**src/rtl/fpn_pkg.sv**
```systemverilog
// Shared definitions for the sign-magnitude fixed-point number format and the
// units that operate on it (combinational ALU, sequential divider).
package fpn_pkg;

  localparam int INT_W    = 21;
  localparam int FRAC_W   = 10;
  localparam int FRAC_MAX = 999;
  localparam int SCALE    = FRAC_MAX + 1;
  localparam int FPN_W    = 1 + INT_W + FRAC_W;
  localparam int NUM_W    = INT_W + 2 * FRAC_W;

  typedef struct packed {
    logic              sign;
    logic [INT_W-1:0]  int_part;
    logic [FRAC_W-1:0] frac;
  } fpn_t;

  typedef enum logic [1:0] {
    ALU_ADD = 2'd0,
    ALU_SUB = 2'd1,
    ALU_MUL = 2'd2,
    ALU_DIV = 2'd3
  } alu_op_e;

  typedef enum logic [2:0] {
    ST_IDLE,
    ST_PREP,
    ST_DIV1,
    ST_DIV2,
    ST_DONE
  } div_state_e;

endpackage

```
**src/rtl/fpn_seq_udiv.sv**
```systemverilog
// Unsigned restoring divider, one quotient bit per step. Load has priority
// over step; after W steps quotient/remainder hold dividend/divisor.
module fpn_seq_udiv #(
  parameter int W = 41
) (
  input  logic         clk,
  input  logic         load,
  input  logic [W-1:0] dividend,
  input  logic [W-1:0] divisor,
  input  logic         step,
  output logic [W-1:0] quotient,
  output logic [W-1:0] remainder
);

  logic [W-1:0] q_r;
  logic [W-1:0] r_r;
  logic [W-1:0] d_r;
  logic [W:0]   r_shift;
  logic [W:0]   r_diff;

  // Partial remainder stays below the divisor, so r_shift - d_r borrows into
  // bit W exactly when the trial subtraction must be undone.
  always_comb begin
    r_shift = {r_r, q_r[W-1]};
    r_diff  = r_shift - {1'b0, d_r};
  end

  // NOTE: pure datapath with no reset; every use is preceded by a load, so
  // the power-up contents never reach an output.
  always_ff @(posedge clk) begin
    if (load) begin
      q_r <= dividend;
      r_r <= '0;
      d_r <= divisor;
    end else if (step) begin
      if (!r_diff[W]) begin
        r_r <= r_diff[W-1:0];
        q_r <= {q_r[W-2:0], 1'b1};
      end else begin
        r_r <= r_shift[W-1:0];
        q_r <= {q_r[W-2:0], 1'b0};
      end
    end
  end

  assign quotient  = q_r;
  assign remainder = r_r;

endmodule

```
**src/rtl/fixed_point_divider.sv**
```systemverilog
// Sequential sign-magnitude fixed-point divider: pre-scales both operands to
// integers, runs two time-shared restoring divisions, then saturates.
module fixed_point_divider
  import fpn_pkg::*;
(
  input  logic             clk,
  input  logic             reset,
  input  logic             start,
  input  logic [FPN_W-1:0] data_a,
  input  logic [FPN_W-1:0] data_b,
  output logic             busy,
  output logic             done,
  output logic [FPN_W-1:0] result,
  output logic             div_by_zero,
  output logic             overflow
);

  localparam int                CNT_W     = $clog2(NUM_W + 1);
  localparam logic [CNT_W-1:0]  LAST_DIV1 = CNT_W'(NUM_W - 1);
  localparam logic [CNT_W-1:0]  LAST_DIV2 = CNT_W'(NUM_W);
  localparam logic [NUM_W-1:0]  SCALE_N   = NUM_W'(SCALE);

  div_state_e       state, state_next;
  fpn_t             a_q, b_q;
  logic             sign_q;
  logic             dz_pending;
  logic [CNT_W-1:0] cnt;
  logic             accept;

  logic [NUM_W-1:0] ma, mb, n;
  logic             div_load, div_step;
  logic [NUM_W-1:0] div_dividend, div_divisor, div_quotient, div_remainder;
  logic             quo_ovf, quo_zero;
  fpn_t             sat_value, quo_value;

  assign accept = (state == ST_IDLE) && start && !busy;
  assign sign_q = a_q.sign ^ b_q.sign;

  // Magnitudes as integers in units of 1/SCALE; n carries one extra SCALE so
  // the integer quotient n/mb is the result in units of 1/SCALE.
  always_comb begin
    ma = NUM_W'(a_q.int_part) * SCALE_N + NUM_W'(a_q.frac);
    mb = NUM_W'(b_q.int_part) * SCALE_N + NUM_W'(b_q.frac);
    n  = ma * SCALE_N;
  end

  // NOTE: every always_comb output gets a default first so no latch is inferred.
  always_comb begin
    div_load     = 1'b0;
    div_step     = 1'b0;
    div_dividend = n;
    div_divisor  = mb;
    case (state)
      ST_PREP: div_load = 1'b1;
      ST_DIV1: div_step = 1'b1;
      ST_DIV2: begin
        // First DIV2 cycle reloads the divider with Q / SCALE.
        if (cnt == '0) begin
          div_load     = 1'b1;
          div_dividend = div_quotient;
          div_divisor  = SCALE_N;
        end else begin
          div_step = 1'b1;
        end
      end
      default: ;
    endcase
  end

  fpn_seq_udiv #(.W(NUM_W)) u_udiv (
    .clk       (clk),
    .load      (div_load),
    .dividend  (div_dividend),
    .divisor   (div_divisor),
    .step      (div_step),
    .quotient  (div_quotient),
    .remainder (div_remainder)
  );

  always_comb begin
    quo_ovf            = |div_quotient[NUM_W-1:INT_W];
    quo_zero           = (div_quotient == '0) && (div_remainder == '0);
    sat_value.sign     = sign_q;
    sat_value.int_part = '1;
    sat_value.frac     = FRAC_W'(FRAC_MAX);
    quo_value.sign     = sign_q & ~quo_zero;
    quo_value.int_part = div_quotient[INT_W-1:0];
    quo_value.frac     = div_remainder[FRAC_W-1:0];
  end

  always_comb begin
    state_next = state;
    case (state)
      ST_IDLE: if (accept) state_next = ST_PREP;
      ST_PREP: state_next = (mb == '0) ? ST_DONE : ST_DIV1;
      ST_DIV1: if (cnt == LAST_DIV1) state_next = ST_DIV2;
      ST_DIV2: if (cnt == LAST_DIV2) state_next = ST_DONE;
      ST_DONE: state_next = ST_IDLE;
      default: state_next = ST_IDLE;
    endcase
  end

  // NOTE: sequential state uses non-blocking assignments so every register
  // samples pre-edge values regardless of statement order.
  always_ff @(posedge clk) begin
    if (reset) state <= ST_IDLE;
    else       state <= state_next;
  end

  always_ff @(posedge clk) begin
    if (reset) begin
      busy        <= 1'b0;
      done        <= 1'b0;
      result      <= '0;
      div_by_zero <= 1'b0;
      overflow    <= 1'b0;
      dz_pending  <= 1'b0;
      cnt         <= '0;
      a_q         <= '0;
      b_q         <= '0;
    end else begin
      done <= 1'b0;
      if (done) busy <= 1'b0;
      if (accept) begin
        a_q         <= data_a;
        b_q         <= data_b;
        busy        <= 1'b1;
        div_by_zero <= 1'b0;
        overflow    <= 1'b0;
      end
      case (state)
        ST_PREP: begin
          dz_pending <= (mb == '0);
          cnt        <= '0;
        end
        ST_DIV1: cnt <= (cnt == LAST_DIV1) ? '0 : cnt + CNT_W'(1);
        ST_DIV2: cnt <= cnt + CNT_W'(1);
        ST_DONE: begin
          done <= 1'b1;
          if (dz_pending) begin
            result      <= sat_value;
            div_by_zero <= 1'b1;
          end else if (quo_ovf) begin
            result   <= sat_value;
            overflow <= 1'b1;
          end else begin
            result <= quo_value;
          end
        end
        default: ;
      endcase
    end
  end

endmodule

```
**config.mk**
```make
export PLATFORM = sky130hd
export DESIGN_NAME = fixed_point_divider
export DESIGN_NICKNAME = d
export VERILOG_FILES = /design/src/rtl/fpn_pkg.sv /design/src/rtl/fpn_seq_udiv.sv /design/src/rtl/fixed_point_divider.sv
export SDC_FILE = /design/constraint.sdc
export NUM_CORES = 1
export LEC_CHECK = 0
export BUFFER_PORTS_ARGS = -buffer_cell sky130_fd_sc_hd__buf_4
export CAP_MARGIN = 20
export CORE_MARGIN = 2
export CORE_UTILIZATION = 35
export DETAILED_ROUTE_END_ITERATION = 8
export PLACE_DENSITY_LB_ADDON = 0.12
export SLEW_MARGIN = 0
export SYNTH_ARGS = -nofsm -noshare
export SYNTH_HDL_FRONTEND = slang
export SYNTH_SLANG_ARGS = --single-unit
```
**constraint.sdc**
```tcl
create_clock -name clk -period 17.8 [get_ports clk]
set_input_delay 3.56 -clock clk [delete_from_list [all_inputs] [get_ports clk]]
set_output_delay 3.56 -clock clk [all_outputs]
set_load 0.05 [all_outputs]
```
### Yosys cells after proc, flatten, opt, wreduce, memory -nomap -nowiden

Cells that the tools add are included.

* register bits after elaboration: 233
* input bits: 67
* output and inout bits: 36
* logic and storage cells: 83

* add/subtract/negate cells: 4
* multiply operators: 3
* equal/unequal tests: 10
* multiplexer cells: 31
* bitwise gates (word level): 3
* reductions and logical operators: 15

Operators by type and width (count)
* 41-bit two-way mux: 5
* 32-bit two-way mux: 4
* 41-bit zero test: 3
* 31-bit by 10-bit adder with 32-bit output: 2
* 21-bit by 7-bit multiplier with 28-bit output, second input constant: 2
* 42-bit by 41-bit subtractor with 42-bit output: 1
* 32-bit by 7-bit multiplier with 38-bit output, second input constant: 1
* 20-bit OR reduction: 1
* 6-bit case mux with 3 select lines: 1
* 1-bit two-way mux: 13
* 6-bit equality test, second input constant: 2
* 3-bit two-way mux: 4
* 3-bit case mux with 4 select lines: 1
* 6-bit by 1-bit adder with 6-bit output, second input constant: 1
* 3-bit by 2-bit equality test with 1-bit output, second input constant: 2
* 6-bit zero test: 1
* 6-bit two-way mux: 1
* 2-bit inequality test, second input constant: 3
* 1-bit case mux with 2 select lines: 2
* 2-bit nonzero test: 2
* 3-bit by 1-bit equality test with 1-bit output, second input constant: 1
* 3-bit equality test, second input constant: 1
* 1-bit logical AND: 3
* 3-bit zero test: 1
* other kinds (8): 8

### Depth between registers and ports, before layout

* depth after elaboration: 7
* mapped depth: 38
* depth with buffers taken out: 38

### Hierarchy

From an unflattened synthesis, not the netlist that was laid out.

* cells, all modules: 3047
* area, all modules: 26532.9 um2

By module, submodules not included
* fixed_point_divider: instances 1, cells each 2330, area an instance 19352.3 um2, sequential area each 2202.1 um2
* fpn_seq_udiv: instances 1, cells each 717, area an instance 7180.6 um2, sequential area each 3283.1 um2

### Least setup slack after synthesis

OpenSTA, ideal clock, no wires.

* kind: register to register
* start: register a_q[11] (netlist name)
* end: register u_udiv.q_r[40], in the netlist u_udiv.quotient[40] (data pin)
* library setup time: 266 ps
* data arrival time: 9150 ps
* required time: 17534 ps
* path slack: 8384 ps
* cell stages (with the launch flop): 35
* path buffers: 0
* clock period less this slack: 9416 ps
* path through: dfxtp_1 inv_1 fa_1 fa_1 fa_1 fa_1 inv_1 ha_1 a21o_1 o31a_1 a311oi_1 a31o_2 and3_1 nand3_1 or3b_2 xnor2_1 inv_1 ha_1 inv_1 fa_1 fa_1 fa_1 inv_1 ha_1 and3_1 nand2_1 o21ai_0 a21oi_1 o21ai_0 a41oi_1 a211oi_1 a211oi_1 a21oi_1 xnor2_1 o21ai_0

* cells in the longest elaborated chain, start to end: 6

Ends and longest elaborated chain
* from (decl): RTL line fixed_point_divider.sv:24 `fpn_t a_q, b_q;`
* from (signal assigned): RTL line fixed_point_divider.sv:125 `a_q <= data_a;`
* 21-bit by 7-bit multiplier with 28-bit output *: RTL line fixed_point_divider.sv:42 `ma = NUM_W'(a_q.int_part) * SCALE_N + NUM_W'(a_q.frac);`
* 31-bit by 10-bit adder with 32-bit output *: RTL line fixed_point_divider.sv:42
* 32-bit by 7-bit multiplier with 38-bit output *: RTL line fixed_point_divider.sv:44 `n = ma * SCALE_N;`
* 41-bit two-way mux: RTL line fixed_point_divider.sv:58 `if (cnt == '0) begin`
* 41-bit two-way mux *: RTL line fixed_point_divider.sv:53 `case (state)`
* 41-bit two-way mux *: RTL line fpn_seq_udiv.sv:31 `if (load) begin`
* to (signal assigned): RTL line fpn_seq_udiv.sv:32 `q_r <= dividend;`
* to (signal assigned): RTL line fpn_seq_udiv.sv:38 `q_r <= {q_r[W-2:0], 1'b1};`
* to (signal assigned): RTL line fpn_seq_udiv.sv:41 `q_r <= {q_r[W-2:0], 1'b0};`
* to (decl): RTL line fpn_seq_udiv.sv:15 `logic [W-1:0] q_r;`

Mark *: on every way between the ends. The rest lies on a longest branch, timed or not. The select of a mux whose other input is x is not followed.
A chain may end at the register's enable or synchronous reset.

### Worst setup path after layout

Same ends and word-level chain as after synthesis.

==> summary.md <==
| Metric | Value |
|---|---|
| Post-cts sizing count | 0 |
| Startpoint class of the critical path | flip-flop |
| Library cell occupying the most area in the post-synthesis netlist | fa_1 |
| Cell chosen for the clock root | clkbuf_16 |
| Setup Crit Path Kind | reg2reg |
| DRC violations left | 0 |
| Area of the core | 0.0685 sq mm |
| Period utilisation layout | 57.8% |
| Row count | 96 |
| Total via count after detailed routing | 18,100 |
| Wire length of the first global-routing pass | 94,700 um |
| Origin of the worst min-delay path | result[31]$_SDFFE_PP0P_ |
| Endpoint of the most critical register-to-register path | u_udiv.quotient[40]$_DFFE_PP_ |
| Reg-to-Reg Start | a_q[11]$_SDFFE_PP0P_ |
| Most frequent standard cell in the layout excluding fill and tap cells | inv_1 |
| CTS clk-pin slew, worst paths | 0.06 ns |
| Number of fill cells in the layout | 6,997 |
| Most frequent cell on the critical path | fa_1 |
| Final hold violation count | 0 |
| Instance count of the mapped netlist | 2,747 |
| Terminating pin of the worst hold path | result[31]$_SDFFE_PP0P_ |
| Post-detailed-placement half-perimeter wirelength | 46,300 um |
| DRT Pass-1 Iters | 5 |
| Average wire length per cell after detail routing | 15.2 um |
| Kind of capture point of the worst setup path | flip-flop |
| Max Transition Viols Final | 0 |
| Area growth, synth to finish | 11.0% |
| Grt total ovfl | 0 |
| Max Root-Sink Buffers | 3 |
| R2R cell count | 35 |
| Arrival @ worst endpoint | 10.59 ns |
| Via count of the first global-routing pass | 18,500 |
| Clock tree from TritonCTS | built |
| Worst setup path startpoint | a_q[11]$_SDFFE_PP0P_ |
| Violation count after the first detailed-route iteration | 780 |
| Antenna violations before repair | 0 |
| Status | finished, final reports clean |
| Number of unique standard cell types used by synthesis | 79 |
| Worst reg-to-reg setup slack | 7.51 ns |
| Final critical path time including I/O delays and setup | 10.29 ns |
| Max-cap check violation count | 0 |
| Maximum clock frequency | 97.2 MHz |
| Final TNS setup | 0 ns |
| CP max stage delay | 0.57 ns |
| Register Area | 0.00522 sq mm |
| Number of warnings printed during yosys synthesis | 0 |
| Horizontal die dimension | 267 um |
| Clock Latency Late Sink | 0.59 ns |
| Post-synthesis instance area | 0.0242 sq mm |
| Largest net degree at the start of global routing | 107 |
| Post-CTS Hold Buffers | 0 |
| Htree depth | 1 |
| Fraction of synthesis flops using an asynchronous set or reset pin | 0% |
| Die Footprint | 0.0711 sq mm |
| Crit-path max FO | 7 |
| Most frequent cells in the layout | inv_1 (418), fa_1 (264), nand2_1 (253), ha_1 (252), a21oi_1 (227) |
| Gpl congestion | 0.831 |
| Setup repair after global routing missed its margin | false |
| Post-synthesis sequential element count | 224 |
| Multi-input combinational cell area | 0.0171 sq mm |
| Final WL | 56,600 um |
| Hold crit path type | reg2reg |
| Mean cell area of the mapped netlist | 8.79 sq um |
| Num CTS Buffers | 29 |
| Required @ worst endpoint | 18.10 ns |
| Hold Path Depth | 2 |
| # Post-CTS Setup Buffers | 0 |
| Layout cells sized above 1 | 7.17% |
| Synthesized netlist net count | 3,330 |
| Antenna-violating nets left | 0 |
| Ranking of synthesized cells by area | fa_1 (22%), ha_1 (13%), dfxtp_1 (13%) |
| Clk sinks | 224 |
| Number of flops mapped to enable cells by yosys | 73 |
| Clock tree skew after final layout | 0.0103 ns |
| Cell with the largest stage delay on the worst path | fa_1 |
| Setup-violating endpoint count in the final report | 0 |
| Primary FF master, synth | dfxtp_1 |
| Sequential area share after synthesis | 21.6% |
| Floorplan die height | 267 um |
| Share of the synthesized area in the top cell type | 21.9% |
| Worst slew margin | 32.9% |
| Starting density of the core | 35.3% |
| Number of top-level pins | 103 |
| Number of vias per cell | 4.87 |
| Worst slew pin tran | 1.01 ns |
| Final Net Count | 3,391 |
| Port Buffers | 102 |
| Overall track demand over capacity in global routing | 16.1% |
-- stage by stage --
stage / cells / utilization (%) / setup WS [ns] / area [sq um] / hold slack, ns
6_report: 3714 / 39.2 / 7.51 / 26800 / 0.463
5_1_grt: 3713 / 39.2 / 6.71 / 26800 / 0.485
4_1_cts: 3712 / 39.1 / 7.44 / 26800 / 0.468
3_5_place_dp: 3658 / 37.7 / 7.43 / 25800 / 0.460
3_3_place_gp: 3658 / 37.7 / 7.63 / 25800 / 0.457
2_1_floorplan: 2747 / - / 8.38 / 24200 / 0.441
-- cells by family after synthesis --
| logic type | Yosys count | synth area share, % |
|---|---|---|
| xor gates and xnor gates | 174 | 6.31 |
| adders and majority gates | 516 | 34.9 |
| and+or+nand+nor | 751 | 14.4 |
| DFF | 224 | 21.6 |
| buffers and inverters | 501 | 7.85 |
| AOI/OAI and AO/OA | 575 | 14.6 |
| muxes | 6 | 0.259 |
-- cell usage after synthesis, drive strengths merged, types with 6 or more instances --
master and number:
a2111oi 8, a211o 11, a211oi 20, a21o 51, a21oi 228, a22oi 7, a31o 6, a31oi 17
and2 21, and3 20, buf 11, clkbuf 71, dfxtp 151, edfxtp 73, fa 264, ha 252
inv 418, nand2 255, nand2b 25, nand3 38, nand4 18, nand4b 6, nor2 209, nor2b 19
nor3 65, nor4 28, o211ai 11, o21a 18, o21ai 133, o21bai 13, or2 17, or3 13
xnor2 106, xor2 68
-- metal layers --
metal,global-route usage [%],part of all wire [%],vias up
met5,0,0,-
met4,2.98,1.7,0
met3,1.56,2.7,43
met2,25.0,42,216
met1,24.5,53,8550
li1,-,-,9280
-- final cells by class --
type / count / share of cell area [%]
antenna: 1 / 0.00933
clock buffer: 33 / 2.84
clock inverter: 21 / 0.891
inverter: 419 / 5.86
multi-input combinational: 2022 / 63.7
sequential: 224 / 19.4
tap: 882 / 4.11
timing repair buffer: 112 / 3.18
-- critical path, delay by kind of cell (launching register included) --
| family | cells | cell delay (ns) |
|---|---|---|
| XOR/XNOR | 2 | 0.62 |
| flip-flops | 1 | 0.49 |
| buffers and inverters | 5 | 0.45 |
| adder cells (fa/ha/maj) | 10 | 4.55 |
| AND/OR/NAND/NOR | 6 | 1.17 |
| AO/OA/AOI/OAI | 12 | 2.73 |
-- worst max path at each step --
stage	cells past startpoint	end	slack, ns
2_1_floorplan	34	u_udiv.quotient[40]$_DFFE_PP_	8.38
6_report	35	u_udiv.quotient[40]$_DFFE_PP_	7.51
3_5_place_dp	35	u_udiv.quotient[40]$_DFFE_PP_	7.43
5_1_grt	37	u_udiv.quotient[40]$_DFFE_PP_	6.71
3_3_place_gp	35	u_udiv.quotient[40]$_DFFE_PP_	7.63
4_1_cts	35	u_udiv.quotient[40]$_DFFE_PP_	7.44
-- flip-flops by register name (all words and copies together) (netlist names) --
name and cells:
cnt 6, busy 1, result 32, state 3, a_q 32, u_udiv.d_r 32
div_by_zero 1, overflow 1, u_udiv.remainder 41, done 1, b_q 32, dz_pending 1
u_udiv.quotient 41
Power is not shown: default switching activity piles up to over one toggle a cycle in this logic, so the estimate is an artifact.
